==> config.mk <==
export PLATFORM = sky130hd
export DESIGN_NAME = rng_request_arbiter
export DESIGN_NICKNAME = d
export VERILOG_FILES = /design/src/rtl/rng_pkg.sv /design/src/rtl/rng_req_picker.sv /design/src/rtl/rng_request_arbiter.sv
export SDC_FILE = /design/constraint.sdc
export NUM_CORES = 1
export LEC_CHECK = 0
export ABC_AREA = 0
export CORE_MARGIN = 1
export CORE_UTILIZATION = 35
export CTS_CLUSTER_DIAMETER = 50
export DETAILED_ROUTE_END_ITERATION = 8
export HOLD_SLACK_MARGIN = 0.1
export MAX_ROUTING_LAYER = met4
export PLACE_DENSITY = 0.71
export RECOVER_POWER = 50
export SYNTH_ARGS = -nofsm -noshare
export SYNTH_HDL_FRONTEND = slang
export SYNTH_SLANG_ARGS = --single-unit
export TNS_END_PERCENT = 10
==> constraint.sdc <==
create_clock -name clk -period 2.17 [get_ports clk]
set_input_delay 0.434 -clock clk [delete_from_list [all_inputs] [get_ports clk]]
set_output_delay 0.434 -clock clk [all_outputs]
set_load 0.01 [all_outputs]
==> src/rtl/rng_pkg.sv <==
// rtl/rng_pkg.sv - shared sizes, FSM state encoding and small helpers for rng_request_arbiter
package rng_pkg;
  localparam int NUM_REQ  = 4;
  localparam int MOD_W    = 4;
  localparam int SAMPLE_W = 8;
  localparam int IDX_W    = $clog2(NUM_REQ);

  typedef enum logic [1:0] {
    IDLE   = 2'd0,
    REDUCE = 2'd1,
    DONE   = 2'd2
  } state_t;

  function automatic logic [NUM_REQ-1:0] idx_onehot(input logic [IDX_W-1:0] idx);
    logic [NUM_REQ-1:0] oh;
    oh      = '0;
    oh[idx] = 1'b1;
    return oh;
  endfunction

  function automatic logic [MOD_W-1:0] mod_slice(input logic [NUM_REQ*MOD_W-1:0] mods,
                                                 input logic [IDX_W-1:0]         idx);
    return mods[idx*MOD_W +: MOD_W];
  endfunction
endpackage

==> src/rtl/rng_req_picker.sv <==
// rtl/rng_req_picker.sv - requester selection; RNG_ARB_ROUND_ROBIN_EN picks round-robin,
// otherwise fixed priority with req_i[0] highest.
module rng_req_picker
  import rng_pkg::*;
(
  input  logic [NUM_REQ-1:0] req_i,
  input  logic [IDX_W-1:0]   ptr_i,
  output logic               vld_o,
  output logic [IDX_W-1:0]   idx_o
);
  logic [IDX_W-1:0] cand;

`ifdef RNG_ARB_ROUND_ROBIN_EN
  // Scan from farthest to nearest so the requester closest to the pointer wins.
  always_comb begin
    vld_o = 1'b0;
    idx_o = '0;
    cand  = '0;
    for (int k = NUM_REQ - 1; k >= 0; k--) begin
      cand = ptr_i + IDX_W'(k);
      if (req_i[cand]) begin
        vld_o = 1'b1;
        idx_o = cand;
      end
    end
  end
`else
  logic unused_ptr;
  assign unused_ptr = ^ptr_i;

  always_comb begin
    vld_o = 1'b0;
    idx_o = '0;
    cand  = '0;
    for (int k = NUM_REQ - 1; k >= 0; k--) begin
      cand = IDX_W'(k);
      if (req_i[cand]) begin
        vld_o = 1'b1;
        idx_o = cand;
      end
    end
  end
`endif
endmodule

==> src/rtl/rng_request_arbiter.sv <==
// rtl/rng_request_arbiter.sv - arbitrates four requesters and reduces an 8-bit LFSR sample modulo
// the winner's modulus by repeated subtraction; RNG_ARB_ROUND_ROBIN_EN enables round-robin pick.
module rng_request_arbiter
  import rng_pkg::*;
(
  input  logic                     clk,
  input  logic                     rst,
  input  logic [15:0]              rng_in,
  input  logic [NUM_REQ-1:0]       req,
  input  logic [NUM_REQ*MOD_W-1:0] mod_in,
  output logic [NUM_REQ-1:0]       grant,
  output logic [MOD_W-1:0]         rnd_out,
  output logic                     valid,
  output logic                     busy
);
  state_t              state_q;
  logic [SAMPLE_W-1:0] acc_q;
  logic [SAMPLE_W-1:0] acc_d;
  logic [IDX_W-1:0]    idx_q;
  logic [MOD_W-1:0]    mod_q;
  logic [NUM_REQ-1:0]  grant_q;
  logic [MOD_W-1:0]    rnd_q;
  logic                valid_q;

  logic                pick_vld;
  logic [IDX_W-1:0]    pick_idx;
  logic [IDX_W-1:0]    rr_ptr;
  logic                reduce_exit;
  logic                unused_rng;

  assign unused_rng = ^rng_in[15:SAMPLE_W];

`ifdef RNG_ARB_ROUND_ROBIN_EN
  logic [IDX_W-1:0] rr_ptr_q;
  assign rr_ptr = rr_ptr_q;
`else
  assign rr_ptr = '0;
`endif

  rng_req_picker u_picker (
    .req_i (req),
    .ptr_i (rr_ptr),
    .vld_o (pick_vld),
    .idx_o (pick_idx)
  );

  assign acc_d = acc_q - SAMPLE_W'(mod_q);
  // A zero modulus would never leave REDUCE, so it exits at once with the raw sample nibble.
  assign reduce_exit = (mod_q == '0) || (acc_q < SAMPLE_W'(mod_q));

  always_ff @(posedge clk or posedge rst) begin
    if (rst) begin
      state_q  <= IDLE;
      acc_q    <= '0;
      idx_q    <= '0;
      mod_q    <= '0;
      grant_q  <= '0;
      rnd_q    <= '0;
      valid_q  <= 1'b0;
`ifdef RNG_ARB_ROUND_ROBIN_EN
      rr_ptr_q <= '0;
`endif
    end else begin
      case (state_q)
        IDLE: begin
          if (pick_vld) begin
            idx_q    <= pick_idx;
            mod_q    <= mod_slice(mod_in, pick_idx);
            acc_q    <= rng_in[SAMPLE_W-1:0];
            state_q  <= REDUCE;
`ifdef RNG_ARB_ROUND_ROBIN_EN
            rr_ptr_q <= pick_idx + IDX_W'(1);
`endif
          end
        end
        REDUCE: begin
          if (reduce_exit) begin
            rnd_q   <= acc_q[MOD_W-1:0];
            grant_q <= idx_onehot(idx_q);
            valid_q <= 1'b1;
            state_q <= DONE;
          end else begin
            acc_q   <= acc_d;
          end
        end
        DONE: begin
          grant_q <= '0;
          valid_q <= 1'b0;
          state_q <= IDLE;
        end
        default: state_q <= IDLE;
      endcase
    end
  end

  assign grant   = grant_q;
  assign rnd_out = rnd_q;
  assign valid   = valid_q;
  assign busy    = (state_q != IDLE);
endmodule

Yosys cells after proc, flatten, opt, wreduce, memory -nomap -nowiden
Cells that the tools add are included.
- register bits after elaboration: 25
- latch bits: 0
- RAM bits: 0
- ROM bits: 0
- input port bits: 38
- memories: 0
- add/sub/neg operators: 1
- multipliers: 0
- divide/modulo/power cells: 0
- $lt $le $gt $ge: 3
- equal/unequal tests: 5
- shifts and indexed selects: 1
- multiplexer cells: 20
- bitwise logic cells: 0
- reduce and logical (&&, ||, !) cells: 12
- operator list (kind ; number):
    2-to-1 mux 8 bit ; 2
    one-hot mux 8 bit (2 select lines) ; 1
    variable part select 16 x 5 -> 4 bit ; 1
    2-to-1 mux 2 bit ; 6
    < comparator 8 x 4 -> 1 bit ; 1
    one-hot mux 4 bit (2 select lines) ; 1
    AND reduction 2 bit ; 4
    subtractor 8 x 4 -> 8 bit ; 1
    2-to-1 mux 1 bit ; 6
    inequality test 2 bit (second input constant) ; 3
    nonzero test 2 bit ; 3
    logical NOT 4 bit ; 1
    2-to-1 mux 4 bit ; 1
    one-hot mux 2 bit (2 select lines) ; 1
    < comparator 2 x 3 -> 1 bit (second input constant) ; 1
    AND reduction 3 bit ; 1
    demux 1 bit (select 2 bit) ; 1
    == test 2 x 1 -> 1 bit (second input constant) ; 1
    == test 2 bit (second input constant) ; 1
    greater-or-equal comparator 2 x 1 -> 1 bit (second input constant) ; 1
    logical NOT 2 bit ; 1
    one-hot mux 1 bit (2 select lines) ; 1
    logical AND 1 bit ; 1
    logical OR 1 bit ; 1

Depth between registers and ports, before layout
- word-level depth: 6
- mapped depth: 10
- depth with buffers taken out: 9

Modules after synthesis
A second synthesis with hierarchy kept.
- cell total of the unflattened synthesis: 145
- area, all modules: 1465.2 sq um
- modules (own cells, without submodules) (module ; times used ; cells an instance ; area an instance (sq um) ; seq. area each (sq um)):
    rng_request_arbiter ; 1 ; 138 ; 1430.1 ; 625.6
    rng_req_picker ; 1 ; 7 ; 35.0 ; 0.0

Worst setup path before layout
Ideal clock, no wire load.
- path kind: reg2reg
- start: register acc_q[0]
- end: register grant_q[0] (netlist: grant[0])
- library setup time: 124 ps
- arrival time: 1903 ps
- data required time: 2046 ps
- path slack: 142 ps
- stages on the path, launching flop included: 11
- path buffers: 1
- cell sequence: dfrtp_1 -> inv_1 -> ha_1 -> inv_1 -> fa_1 -> a21o_1 -> a211oi_4 -> o21ai_2 -> buf_6 -> nand3_1 -> o31ai_2
- longest elaborated chain between the ends: 4
- ends and longest elaborated chain (what ; line ; source):
    from (decl) ; rng_request_arbiter.sv:17 ; logic [SAMPLE_W-1:0] acc_q;
    from (signal assigned) ; rng_request_arbiter.sv:69 ; acc_q <= rng_in[SAMPLE_W-1:0];
    < comparator 8 x 4 -> 1 bit ; rng_request_arbiter.sv:49 ; assign reduce_exit = (mod_q == '0) || (acc_q < SAMPLE_W'(mod_q));
    logical OR 1 bit ; rng_request_arbiter.sv:49 ;
    inequality test 2 bit (no source line) ; - ;
    AND reduction 2 bit (no source line) ; - ;
    to (signal assigned) ; rng_request_arbiter.sv:79 ; grant_q <= idx_onehot(idx_q);
    to (decl) ; rng_request_arbiter.sv:21 ; logic [NUM_REQ-1:0] grant_q;
Every way passes these cells.
A chain may end at the register's enable or synchronous reset.

Final worst setup path
- start: register acc_q[0]
- end: register acc_q[2]
- longest elaborated chain between the ends: 4
- elaborated cells on any way between the ends: 7
- ends and longest elaborated chain (what ; line):
    < comparator 8 x 4 -> 1 bit ; rng_request_arbiter.sv:49
    logical OR 1 bit ; rng_request_arbiter.sv:49
    inequality test 2 bit (no source line) ; -
    AND reduction 3 bit (no source line) ; -
Parallel ways exist; a longest one is shown, timed or not. The select of a mux whose other input is x is not followed.

==> results.json <==
{
  "syn_nets": 186,
  "diodes": 0,
  "cap_violations": 0,
  "grt_pass1_vias": 1196,
  "placed_area_um2": 1940,
  "ctsRootBufferMaster": "clkbuf_8",
  "area_delta_synth_final_pct": 42.8,
  "hold_buffers": 0,
  "grt_max_degree": 26,
  "timing.critical_path.buf_inv": 3,
  "antenna_found_initial": 0,
  "synth_cells": 143,
  "globalRouteTotalUtil_pct": 17.0,
  "rows": 22,
  "grt_first_pass_wirelength_mm": 5.32,
  "grt_overflow": 0,
  "hold_path.class": "reg -> reg",
  "leakage_nw": 0.865,
  "worst_path_most_repeated_cell": "inv_1",
  "drt-total-wl_mm": 3.27,
  "irDropWorstVdd_v": 0.000900,
  "gp_congestion": 0.827,
  "power_density_nw_per_um2": 1520,
  "stdcell_area_um2": 2010,
  "start_util_pct": 37.4,
  "drt_first_pass_iters": 4,
  "arrival_ns": 2.32,
  "drt_first_iter_violations": 42,
  "ys_seq_elements": 25,
  "cts_buffers": 3,
  "synth_area_per_cell_um2": 9.86,
  "rsz0062_at_grt": "true",
  "p_sw_w": 0.00128,
  "ant_nets": 0,
  "holdWs_ns": 0.507,
  "synth_area_um2": 1410,
  "fin_nets": 241,
  "pwr-share-clk_pct": 9.3,
  "dp_hpwl_mm": 2.50,
  "path_cells": "inv_1, ha_2, inv_1, fa_2, a21o_1, a211oi_4, buf_4, o31ai_4, mux2_2",
  "ios": 48,
  "synth_warnings": 0,
  "hold_viol": 0,
  "cts-htree-levels": 1,
  "tns_ns": 0,
  "cts.sinks": 25,
  "drive_above_1_share_pct": 18.3,
  "ys_types": 37,
  "routed_via_density": 5.09,
  "portBuffers": 39,
  "end_kind": "register",
  "intPower_w": 0.00178,
  "fmax_ghz": 0.464,
  "cts.clk_slew.worst_paths_ns": 0.09,
  "relSlewSlack_pct": 11.5,
  "drc": 0,
  "path_delay_family": "compound AO/OA/AOI/OAI gates",
  "critPathMaxFanout": 5,
  "path_class": "reg -> reg",
  "p_sw_share_pct": 41.9,
  "cp.required_ns": 2.33,
  "period_needed_ns": 2.16,
  "die_area_um2": 4290,
  "ys_seq_area_share_pct": 44.4,
  "post-route-period-util_pct": 99.3,
  "status": "complete, no violations",
  "skew_ns": 0.00363,
  "core_um2": 3770,
  "dieHeight_um": 65.5,
  "vias": 1246,
  "die_w_um": 65.5,
  "post_drt_wl_per_cell_um": 13.3,
  "cts_buffer_depth": 2,
  "setup_violations": 0,
  "slew_viol_final": 0,
  "cp_slowest_stage_delay_ns": 0.38,
  "pwr-share-seq_pct": 28.3,
  "postCtsSetupRepairBufs": 0,
  "worstMarginPinSlew_ns": 1.33,
  "cts_tree": "built",
  "critPathSlowestCell": "dfrtp_1",
  "combinationalPowerShare_pct": 62.4,
  "clkLatencyLatePin_ns": 0.27,
  "start_kind": "register"
}
-- cell usage after synthesis (all sizes together) --
master   n  area [µm²]
dfrtp   25         626
a21oi    8        40.0
a22oi    1        7.51
a31oi    2        12.5
or2      2        12.5
nand3    4        20.0
buf      3        26.3
o221ai   4        35.0
inv      9        33.8
nand4    1        6.26
mux2i    8        80.1
a21o     3        22.5
a31o     1        8.76
o21a     1        7.51
nor4b    1        8.76
fa       1        20.0
nor4     1        6.26
xnor2    1        8.76
a22o     2        17.5
o31ai    3        32.5
clkbuf   1        3.75
o32ai    1        8.76
mux2     5        56.3
o21ai   13        68.8
nor2    13        51.3
a21bo    1        10.0
nand2   16        60.1
or4      1        11.3
a211oi   1        20.0
ha       4        50.1
nand2b   5        31.3
nor2b    1        6.26
-- kinds of logic (layout without fill, tap and decap cells) --
logic type	after synthesis	count (layout)	synth area share, %
flops	25	25	44.4
simple gates	45	45	15.2
compound gates	41	42	20.7
xor+xnor	1	1	0.621
buf+inv	13	66	4.52
mux	13	13	9.67
fa+ha+maj	5	5	4.97
-- worst min-delay path, cell delays in order (launching register included) --
cell     delay, ns
dfrtp_1       0.36
nand2_1       0.05
o21ai_1       0.07
-- layout make-up --
| class | instances | area, µm² |
|---|---|---|
| Clock inverter | 1 | 7.51 |
| Fill cell | 328 | 1760 |
| Sequential cell | 25 | 626 |
| Timing Repair Buffer | 53 | 495 |
| Tap cell | 48 | 60.1 |
| Clock buffer | 3 | 41.3 |
| Inverter | 9 | 33.8 |
| Multi-Input combinational cell | 106 | 749 |
-- power groups by stage --
stage / sequential (W) / clock (W) / combinational, W
after floorplan: 0.000872 / 0 / 0.00119
after global placement: 0.000855 / 0 / 0.00174
after detailed placement: 0.000874 / 0 / 0.00182
after CTS: 0.000868 / 0.000289 / 0.00188
after global routing: 0.000899 / 0.000309 / 0.00210
final: 0.000867 / 0.000285 / 0.00191
-- final timing paths --
kind	from	to	slack, ns	cells past startpoint
setup / recovery	acc_q[0]$_DFFE_PP0P_	acc_q[2]$_DFFE_PP0P_	0.01	9
hold / removal	rnd_out[0]$_DFFE_PP0P_	rnd_out[0]$_DFFE_PP0P_	0.51	2
setup reg to reg	acc_q[0]$_DFFE_PP0P_	acc_q[2]$_DFFE_PP0P_	0.01	9
hold reg to reg	rnd_out[0]$_DFFE_PP0P_	rnd_out[0]$_DFFE_PP0P_	0.51	2
max in group asynchronous	rst	acc_q[6]$_DFFE_PP0P_	0.36	3
min in group asynchronous	rst	rnd_out[1]$_DFFE_PP0P_	1.03	3
-- metrics by stage --
stage | setup slack, ns | utilization (%) | cells | power, W
after floorplan | 0.142 | - | 143 | 0.00206
after global placement | -0.114 | 51.3 | 240 | 0.00260
final | 0.0141 | 53.4 | 245 | 0.00307
after CTS | 0.00435 | 53.2 | 244 | 0.00303
after global routing | -0.0838 | 53.4 | 245 | 0.00331
after detailed placement | -0.170 | 51.3 | 240 | 0.00270
-- routing by layer --
layer / GRT usage [%] / up-vias / share of wire (%)
met4: 6.52 / 0 / 1.7
met1: 20.1 / 588 / 44
met3: 3.13 / 6 / 3.1
li1: - / 624 / -
met5: - / - / 0
met2: 28.7 / 28 / 51
-- layout by cell type, fill, tap and decap left out, drive strengths merged --
| cell type | netlist | routed |
|---|---|---|
| xnor2 | 1 | 1 |
| o31ai | 3 | 4 |
| a21oi | 8 | 8 |
| or4 | 1 | 1 |
| clkbuf | 1 | 4 |
| a31o | 1 | 1 |
| a211oi | 1 | 1 |
| o21ai | 13 | 13 |
| nand3 | 4 | 4 |
| clkinvlp | 0 | 1 |
| nor2 | 13 | 13 |
| a21bo | 1 | 1 |
| dlygate4sd3 | 0 | 1 |
| nor4b | 1 | 1 |
| ha | 4 | 4 |
| or2 | 2 | 2 |
| nand2 | 16 | 16 |
| a21o | 3 | 3 |
| nor2b | 1 | 1 |
| a31oi | 2 | 2 |
| buf | 3 | 13 |
| nor4 | 1 | 1 |
| a22o | 2 | 2 |
| mux2 | 5 | 5 |
| a22oi | 1 | 1 |
| inv | 9 | 9 |
| nand4 | 1 | 1 |
| o32ai | 1 | 1 |
| clkdlybuf4s50 | 0 | 38 |
| o21a | 1 | 1 |
| mux2i | 8 | 8 |
| dfrtp | 25 | 25 |
| nand2b | 5 | 5 |
| fa | 1 | 1 |
| o221ai | 4 | 4 |
-- sequential cells by signal (all words and copies together), names as in the netlist --
signal and count:
grant 4, rnd_out 4, valid 1, idx_q 2, acc_q 8, state_q 2, mod_q 4
-- what timing repair did --
item                       4_1_cts  5_1_grt
setup endpoints to repair       12       12
gates resized for setup          5        1
cloned                           0        1
pin swaps                        2        1
No activity file was read; power rests on OpenSTA's default activity.
